### src/rtl/dac_pacer_pkg.sv
// Shared types and constants for the DAC sample pacer.
package dac_pacer_pkg;

  localparam int unsigned SHIFT_WIDTH  = 24;
  // Sample width the pair struct is built with; DATA_WIDTH of the pacer must match.
  localparam int unsigned SAMPLE_WIDTH = 14;

  typedef struct packed {
    logic [SAMPLE_WIDTH-1:0] a;
    logic [SAMPLE_WIDTH-1:0] b;
  } sample_pair_t;

  typedef enum logic [1:0] {
    IDLE,
    PRIME,
    RUN
  } pacer_state_t;

  // Cycles the driver needs for one dual-channel serial transfer.
  function automatic int unsigned min_period(input int unsigned sclk_div,
                                             input int unsigned sync_dur,
                                             input int unsigned shift_width);
    return sclk_div * (2 * shift_width + sync_dur + 1);
  endfunction

endpackage

### src/rtl/dac_pacer_fifo.sv
// Single-clock sample-pair FIFO with occupancy output; no write-to-read bypass.
module dac_pacer_fifo
  import dac_pacer_pkg::*;
#(
  parameter int unsigned Depth = 16
) (
  input  logic                     clk_i,
  input  logic                     rst_i,
  input  logic                     push_i,
  input  sample_pair_t             wdata_i,
  input  logic                     pop_i,
  output sample_pair_t             rdata_o,
  output logic                     full_o,
  output logic                     empty_o,
  output logic [$clog2(Depth):0]   level_o
);

  localparam int unsigned PtrW = $clog2(Depth);

  logic [PtrW:0] wr_q, wr_d, rd_q, rd_d;
  sample_pair_t  mem_q [Depth];
  logic          push_ok, pop_ok;

  assign level_o = wr_q - rd_q;
  assign full_o  = (level_o == (PtrW + 1)'(Depth));
  assign empty_o = (wr_q == rd_q);
  assign push_ok = push_i & ~full_o;
  assign pop_ok  = pop_i & ~empty_o;
  assign rdata_o = mem_q[rd_q[PtrW-1:0]];

  always_comb begin
    wr_d = wr_q;
    rd_d = rd_q;
    if (push_ok) wr_d = wr_q + (PtrW + 1)'(1);
    if (pop_ok)  rd_d = rd_q + (PtrW + 1)'(1);
  end

  always_ff @(posedge clk_i or posedge rst_i) begin
    if (rst_i) begin
      wr_q <= '0;
      rd_q <= '0;
    end else begin
      wr_q <= wr_d;
      rd_q <= rd_d;
    end
  end

  // Storage needs no reset: pointer reset alone discards the contents.
  always_ff @(posedge clk_i) begin
    if (push_ok) mem_q[wr_q[PtrW-1:0]] <= wdata_i;
  end

endmodule

### src/rtl/dac_sample_pacer.sv
// Paces buffered A/B sample pairs to the AD56x3 driver as ce strobes at a clamped period.
// Build option: DAC_SAMPLE_PACER_ZERO_ON_UNDERFLOW_EN zeroes the data on underflow ticks.
module dac_sample_pacer
  import dac_pacer_pkg::*;
#(
  parameter int unsigned DATA_WIDTH  = SAMPLE_WIDTH,
  parameter int unsigned FIFO_DEPTH  = 16,
  parameter int unsigned RATE_WIDTH  = 16,
  parameter int unsigned MIN_PERIOD  = min_period(2, 5, SHIFT_WIDTH),
  parameter int unsigned PRIME_LEVEL = 4
) (
  input  logic                          clk,
  input  logic                          reset,
  input  logic                          enable,
  input  logic [RATE_WIDTH-1:0]         period,
  input  logic                          s_valid,
  output logic                          s_ready,
  input  logic [DATA_WIDTH-1:0]         s_dataA,
  input  logic [DATA_WIDTH-1:0]         s_dataB,
  output logic                          ce,
  output logic [DATA_WIDTH-1:0]         dataA,
  output logic [DATA_WIDTH-1:0]         dataB,
  output logic                          underflow,
  output logic [15:0]                   underflowCnt,
  output logic [$clog2(FIFO_DEPTH):0]   level
);

  localparam int unsigned          LvlW     = $clog2(FIFO_DEPTH) + 1;
  localparam logic [RATE_WIDTH-1:0] MinP    = RATE_WIDTH'(MIN_PERIOD);
  localparam logic [LvlW-1:0]       PrimeLvl = LvlW'(PRIME_LEVEL);

  pacer_state_t          state_q, state_d;
  logic [RATE_WIDTH-1:0] cnt_q, cnt_d;
  logic [RATE_WIDTH-1:0] eff_period;
  logic                  ce_q, ce_d;
  sample_pair_t          out_q, out_d;
  logic                  uf_q, uf_d;
  logic [15:0]           ucnt_q, ucnt_d;

  logic                  pop, full, empty;
  sample_pair_t          head, in_pair;
  logic [LvlW-1:0]       fifo_level;

  assign in_pair    = '{a: s_dataA, b: s_dataB};
  // Held low during reset so nothing is accepted while state is being cleared.
  assign s_ready    = ~full & ~reset;
  assign eff_period = (period < MinP) ? MinP : period;

  dac_pacer_fifo #(
    .Depth (FIFO_DEPTH)
  ) u_fifo (
    .clk_i   (clk),
    .rst_i   (reset),
    .push_i  (s_valid & s_ready),
    .wdata_i (in_pair),
    .pop_i   (pop),
    .rdata_o (head),
    .full_o  (full),
    .empty_o (empty),
    .level_o (fifo_level)
  );

  always_comb begin
    state_d = state_q;
    cnt_d   = cnt_q;
    ce_d    = 1'b0;
    out_d   = out_q;
    uf_d    = 1'b0;
    ucnt_d  = ucnt_q;
    pop     = 1'b0;
    unique case (state_q)
      IDLE: begin
        cnt_d = '0;
        if (enable) begin
          state_d = PRIME;
          ucnt_d  = '0;
        end
      end
      PRIME: begin
        cnt_d = '0;
        if (!enable) begin
          state_d = IDLE;
        end else if (fifo_level >= PrimeLvl) begin
          state_d = RUN;
        end
      end
      RUN: begin
        if (!enable) begin
          state_d = IDLE;
          cnt_d   = '0;
        end else if (cnt_q == '0) begin
          // Tick: reload with the period in force right now.
          cnt_d = eff_period - RATE_WIDTH'(1);
          ce_d  = 1'b1;
          if (!empty) begin
            pop   = 1'b1;
            out_d = head;
          end else begin
            uf_d = 1'b1;
            if (ucnt_q != 16'hFFFF) ucnt_d = ucnt_q + 16'd1;
`ifdef DAC_SAMPLE_PACER_ZERO_ON_UNDERFLOW_EN
            out_d = '0;
`else
            out_d = out_q;
`endif
          end
        end else begin
          cnt_d = cnt_q - RATE_WIDTH'(1);
        end
      end
      default: state_d = IDLE;
    endcase
  end

  always_ff @(posedge clk or posedge reset) begin
    if (reset) begin
      state_q <= IDLE;
      cnt_q   <= '0;
      ce_q    <= 1'b0;
      out_q   <= '0;
      uf_q    <= 1'b0;
      ucnt_q  <= '0;
    end else begin
      state_q <= state_d;
      cnt_q   <= cnt_d;
      ce_q    <= ce_d;
      out_q   <= out_d;
      uf_q    <= uf_d;
      ucnt_q  <= ucnt_d;
    end
  end

  assign ce           = ce_q;
  assign dataA        = out_q.a;
  assign dataB        = out_q.b;
  assign underflow    = uf_q;
  assign underflowCnt = ucnt_q;
  assign level        = fifo_level;

endmodule

### config.mk
export PLATFORM = sky130hd
export DESIGN_NAME = dac_sample_pacer
export DESIGN_NICKNAME = d
export VERILOG_FILES = /design/src/rtl/dac_pacer_pkg.sv /design/src/rtl/dac_pacer_fifo.sv /design/src/rtl/dac_sample_pacer.sv
export SDC_FILE = /design/constraint.sdc
export NUM_CORES = 1
export LEC_CHECK = 0
export BUFFER_PORTS_ARGS = -buffer_cell sky130_fd_sc_hd__buf_2
export CAP_MARGIN = 20
export CORE_MARGIN = 5
export CORE_UTILIZATION = 63
export CTS_BUF_LIST = sky130_fd_sc_hd__clkbuf_4 sky130_fd_sc_hd__clkbuf_8 sky130_fd_sc_hd__clkbuf_16
export DETAILED_ROUTE_END_ITERATION = 7
export MAX_ROUTING_LAYER = met4
export PLACE_DENSITY = 0.89
export SLEW_MARGIN = 20
export SYNTH_ARGS = -nofsm -noshare
export SYNTH_HDL_FRONTEND = slang
export SYNTH_SLANG_ARGS = --single-unit
### constraint.sdc
create_clock -name clk -period 11.4 [get_ports clk]
set_clock_uncertainty 0.15 [all_clocks]
set_input_delay 2.85 -clock clk [delete_from_list [all_inputs] [get_ports clk]]
set_output_delay 2.85 -clock clk [all_outputs]
set_load 0.03 [all_outputs]
# After elaboration in Yosys (flattened, before gate mapping)
# Memories as Yosys holds them, arrays and structs flattened. A register that Yosys moved wholly into a read port is not among the register bits.
# Cells that the tools add are included.
dict set report classes {
  add_sub_neg 6
  n_lt_le_gt_ge 2
  n_eq_ne 12
  n_mux 28
  bitwise_logic 7
  n_reduce_logical 8
}
# operator n
set ops {}
lappend ops {{16-bit 2-to-1 mux} 8}
lappend ops {{16-bit case mux with 2 select lines} 2}
lappend ops {{16-bit by 1-bit subtractor with 16-bit output (second input constant)} 2}
lappend ops {{16-bit by 1-bit adder with 16-bit output (second input constant)} 1}
lappend ops {{16-bit zero test} 1}
lappend ops {{16-bit by 7-bit less-than comparator with 1-bit output (second input constant)} 1}
lappend ops {{16-bit != test (second input constant)} 1}
lappend ops {{1-bit 2-to-1 mux} 13}
lappend ops {{2-bit != test (second input constant)} 6}
lappend ops {{5-bit by 1-bit adder with 5-bit output (second input constant)} 2}
lappend ops {{2-bit 2-to-1 mux} 4}
lappend ops {{2-bit case mux with 3 select lines} 1}
lappend ops {{6-bit AND reduction} 1}
lappend ops {{5-bit == test} 1}
lappend ops {{5-bit == test (second input constant)} 1}
lappend ops {{5-bit by 3-bit >= comparator with 1-bit output (second input constant)} 1}
lappend ops {{5-bit subtractor} 1}
lappend ops {{1-bit AND} 4}
lappend ops {{4-bit AND reduction} 1}
lappend ops {{2-bit nonzero test} 2}
lappend ops {{3-bit != test (second input constant)} 1}
lappend ops {{1-bit inverter} 3}
lappend ops {{3-bit AND reduction} 1}
lappend ops {{2-bit by 1-bit == test with 1-bit output (second input constant)} 1}
lappend ops {{other kinds (3)} 3}
dict set report word_totals {
  ff_bits 46
  ram_bits 448
  in_bits 48
  out_inout_bits 52
  elab_cells 71
  n_memories 1
}
# memory words width read_ports rd_ports_with_merged_regs wr line_no
set mem_list {}
lappend mem_list {u_fifo.mem_q 16 28 1 1 1 dac_pacer_fifo.sv:21} ;# sample_pair_t mem_q [Depth];

# Longest topological paths before layout
dict set report depth {
  depth_word 8
  mapped_depth 14
  depth_no_buf 12
}

# Modules after synthesis
# From an unflattened synthesis, not the netlist that was laid out.
dict set report hier_totals {
  cells_unflattened 1186
  hier_area_um2 21170.3
}
# module n_inst cells_each area_each_um2 seq_area_each_um2
set by_module_without_submodules {}
lappend by_module_without_submodules {dac_pacer_fifo 1 864 17828.3 13703.1}
lappend by_module_without_submodules {dac_sample_pacer 1 322 3342.0 1601.5}

# Least setup slack after synthesis
# No wires, ideal clock.
dict set report synth_path {
  path_kind {input to register}
  startpoint {input reset}
  endpoint {memory u_fifo.mem_q[1][0] in the netlist's numbering (enable)}
  setup_ns 0.494
  arrival_time_ns 6.800
  required_ns 10.756
  setup_slack_ns 3.957
  cell_stages 3
  path_buffers 0
  cell_sequence {a31oi_1 -> nand2_1 -> nor4b_1}
}
dict set report synth_between {
  elab_chain_len 6
}
# item line_no
set synth_lines {}
lappend synth_lines {{start: declaration} dac_sample_pacer.sv:13} ;# input logic reset,
lappend synth_lines {{1-bit inverter} dac_sample_pacer.sv:46} ;# assign s_ready = ~full & ~reset;
lappend synth_lines {{1-bit AND} dac_sample_pacer.sv:46}
lappend synth_lines {{1-bit AND} dac_sample_pacer.sv:54} ;# .push_i (s_valid & s_ready),
lappend synth_lines {{1-bit AND} dac_pacer_fifo.sv:27} ;# assign push_ok = push_i & ~full_o;
lappend synth_lines {{1-bit 2-to-1 mux} dac_pacer_fifo.sv:50} ;# if (push_ok) mem_q[wr_q[PtrW-1:0]] <= wdata_i;
lappend synth_lines {{1-bit 2-to-1 mux (implied by the code)} dac_pacer_fifo.sv:50}
lappend synth_lines {{end: declaration} dac_pacer_fifo.sv:21}
# Every way passes these cells.

# Worst setup path in the final report
dict set report layout_path {
  startpoint {input reset}
  endpoint {output s_ready}
}
dict set report layout_between {
  elab_chain_len 2
}
# item line_no
set layout_lines {}
lappend layout_lines {{1-bit inverter} dac_sample_pacer.sv:46}
lappend layout_lines {{1-bit AND} dac_sample_pacer.sv:46}
lappend layout_lines {{end: declaration} dac_sample_pacer.sv:17} ;# output logic s_ready,
# Every way passes these cells.

==> results.md <==
- Status: completed
- Fraction of layout cells with a size suffix above 1: 33.6%
- Net count, final: 1234
- Number of synthesized flops with an enable pin: between 400 and 500
- Vias per inst: around 6.7
- Fillers: between 1500 and 2000
- CP Depth: 3
- HP Class: reg2reg
- VDD IR max: 0.230 mV
- Cell area after synthesis: about 21000 sq um
- Antenna Violating Nets Remaining: 0
- Hold Buf Count CTS: 0
- RSZ-0062 raised after global routing: false
- Synth cell types: 68
- Worst-path cell chain: buf_2 > a31oi_1 > buf_2
- CORE AREA: 33300 sq um
- Placed cells: 1570
- Num CTS Buffers: 50
- DIE WIDTH: about 190 microns
- Nature of the critical path endpoint: output pin
- Fmax: 0.156 GHz
- Pleak: 8.15 nW
- Register bit count reported by yosys: 522
- Setup_tns: 0 ps
- Slew Limit Headroom: a little under a quarter
- FF/Latch Area: 15300 sq um
- Multi-input gate area: 5570 sq um
- CP endpoint: s_ready
- Initial antenna violation count: 1
- Post-DP Area: between 20000 and 25000 sq um
- Tmin final: 6410 ps
- First drt pass iteration count: 5
- Cell mode on critical path: buf_2
- Worst Setup Start Kind: input port
- Worst Path Arrival: about 3400 ps
- Via count: 11200
- Num rows: 67
- Post-synthesis sequential area ratio: between 70% and 80%
- Starting Density: 63.4%
- Top_reg_cell synth: edfxtp_1
- Io pins: 100
- CTS sink cnt: 522
- Final HPWL DP: 25700 microns
- Worst slew pin tran: 1150 ps
- Final hold violations: 0
- DRT Wirelength: 50600 microns
- Final setup violation count: 0
- Top Family by Delay on Critical Path: buffers and inverters
- CTS tree: built
- Reg2Reg Depth: 10
- Vias in the first global route: 11400
- Clock tree root driver cell: clkbuf_16
- Final Cell Area: approximately 24000 sq um
- WS Path Type: in2out
- Fin util: 71.6%
- Post-CTS resize count: 0
- Gr usage total: 28.5%
- GP Congestion: slightly below 0.9
- First-pass GRT wire length: 74600 microns
- Critical Path RT: 8400 ps
- Worst hold slack: 354 ps
- Most frequent cells in the layout: edfxtp_1 (448), mux4_2 (140), buf_2 (99), dfrtp_1 (71), clkbuf_16 (51)
- Fin cells: about 1700
- Clock latency on the worst-skew pair: 570 ps
- Fin. max-slew vios: 0
- IO Port Bufs: 99
- H-tree depth: 2
- # Post-CTS Setup Buffers: 0
- Startpoint of the worst-slack reg-to-reg timing path: u_fifo.rd_q[1]
- Power per Cell Area: 264 nW/um^2
- Total gr overflow: 0
- DR WL/cell: 30.5 microns
- Buffers plus inverters on the worst setup path: 2
- Setup crit start: reset
- Largest net degree at the start of global routing: 60
- Synth warn: 0
- Asr flop ratio synth: 14.2%
- Commonest non-fill, non-tap cell in the layout: edfxtp_1
- Syn Inst Count: ~1100
- Clock transition at the registers of the reported paths: about 60 ps
- Syn_nets: 1116
- Die area: approximately 37000 sq um
- Die Y: 193 microns
- Max-cap violations: 0
- Reg-to-reg endpoint: u_fifo.mem_q[6][22]
- Worst path max stage delay: 240 ps
- Post-route DRC violation count: 0
- Crit share post-route: 56.3%
- Synthesized area per cell: ~20 sq um
- Initial DRC Count: 1007
- Slowest-stage cell, CP: buf_2
- Worst-path maximum fanout: 3
- Area grow syn2layout: 13.0%
- FF-to-FF setup slack: 6470 ps
- CTS Buffer Depth: 3
-- worst min path at each step --
stage                        start        endpoint  cells after the start
global placement    u_fifo.rd_q[4]  u_fifo.rd_q[4]                      1
CTS                       dataB[0]        dataB[0]                      1
finish                   dataB[13]       dataB[13]                      1
detailed placement  u_fifo.rd_q[4]  u_fifo.rd_q[4]                      1
floorplan           u_fifo.wr_q[4]  u_fifo.wr_q[4]                      1
global route             dataA[10]       dataA[10]                      1
-- cell families (layout without fill, tap and decap cells) --
group / count (synthesis) / count (layout) / share of synthesized area, %
other: 0 / 1 / 0
and+or+nand+nor: 176 / 176 / 4.86
DFF: 522 / 522 / 72.6
adders and majority gates: 12 / 12 / 0.747
AOI/OAI and AO/OA: 78 / 78 / 2.63
xor gates and xnor gates: 26 / 26 / 1.08
buffers and inverters: 68 / 224 / 1.41
muxes: 174 / 174 / 16.7
-- power breakdown --
group          internal [mW]  leakage (nW)  total, mW  switching, mW
Combinational          0.922          2.31       2.11           1.19
Sequential              2.25          5.00       2.46          0.209
Clock                   1.01         0.834       1.71          0.706
Total                   4.18          8.15       6.28           2.10
-- cell usage after synthesis, drive strengths merged, types with 6 or more instances --
master  instances  area share (%)
edfxtp        448              64
mux4          140              15
dfrtp          74             8.8
nor2           49            0.91
clkbuf         36            0.64
mux2           29             1.5
o21ai          26            0.62
nand2          25            0.44
buf            17            0.50
xor2           17            0.71
inv            15            0.27
nand3          13            0.33
nand4          13            0.39
nor3           13            0.33
ha             11            0.65
nor4            9            0.48
xnor2           9            0.37
a21oi           8            0.19
and2            8            0.24
and3            8            0.24
a31oi           6            0.25
and4b           6            0.28
or4             6            0.25
-- stage by stage --
step	total power [mW]	setup slack, ps
6_report	6.28	4990
5_1_grt	6.55	4860
4_1_cts	6.29	4980
3_5_place_dp	4.54	4980
3_3_place_gp	4.50	5030
2_1_floorplan	4.04	3960
-- sequential cells by signal, indices dropped and copies added, names as in the netlist --
register,count
ce,1
dataB,14
underflow,1
state_q,2
u_fifo.mem_q,448
u_fifo.wr_q,5
u_fifo.rd_q,5
cnt_q,16
dataA,14
underflowCnt,16
-- worst reg2reg max path, cell delays in order, from the launching register on --
cell     delay, ps
dfrtp_4        980
inv_1          180
ha_1           360
nor2b_1        140
o21a_1         170
o21ai_0        190
a21oi_1        150
a31oi_1        260
nand2_1        500
nor3_2         950
buf_4          540
-- cell type report --
class	instances	area share, %
clock buffer	66	5.93
sequential	522	64.2
inverter	15	0.241
multi-input combinational	466	23.3
antenna	1	0.0105
clock inverter	24	1.16
tap	448	2.35
timing repair buffer	119	2.72
-- metal layers --
layer	track usage, %	routed length (microns)	vias up
li1	-	-	4591
met2	47.0	26400	656
met1	38.3	18700	5844
met5	-	0	-
met4	7.63	1280	0
met3	4.56	4280	103
Power figures use the tool's default switching activity.
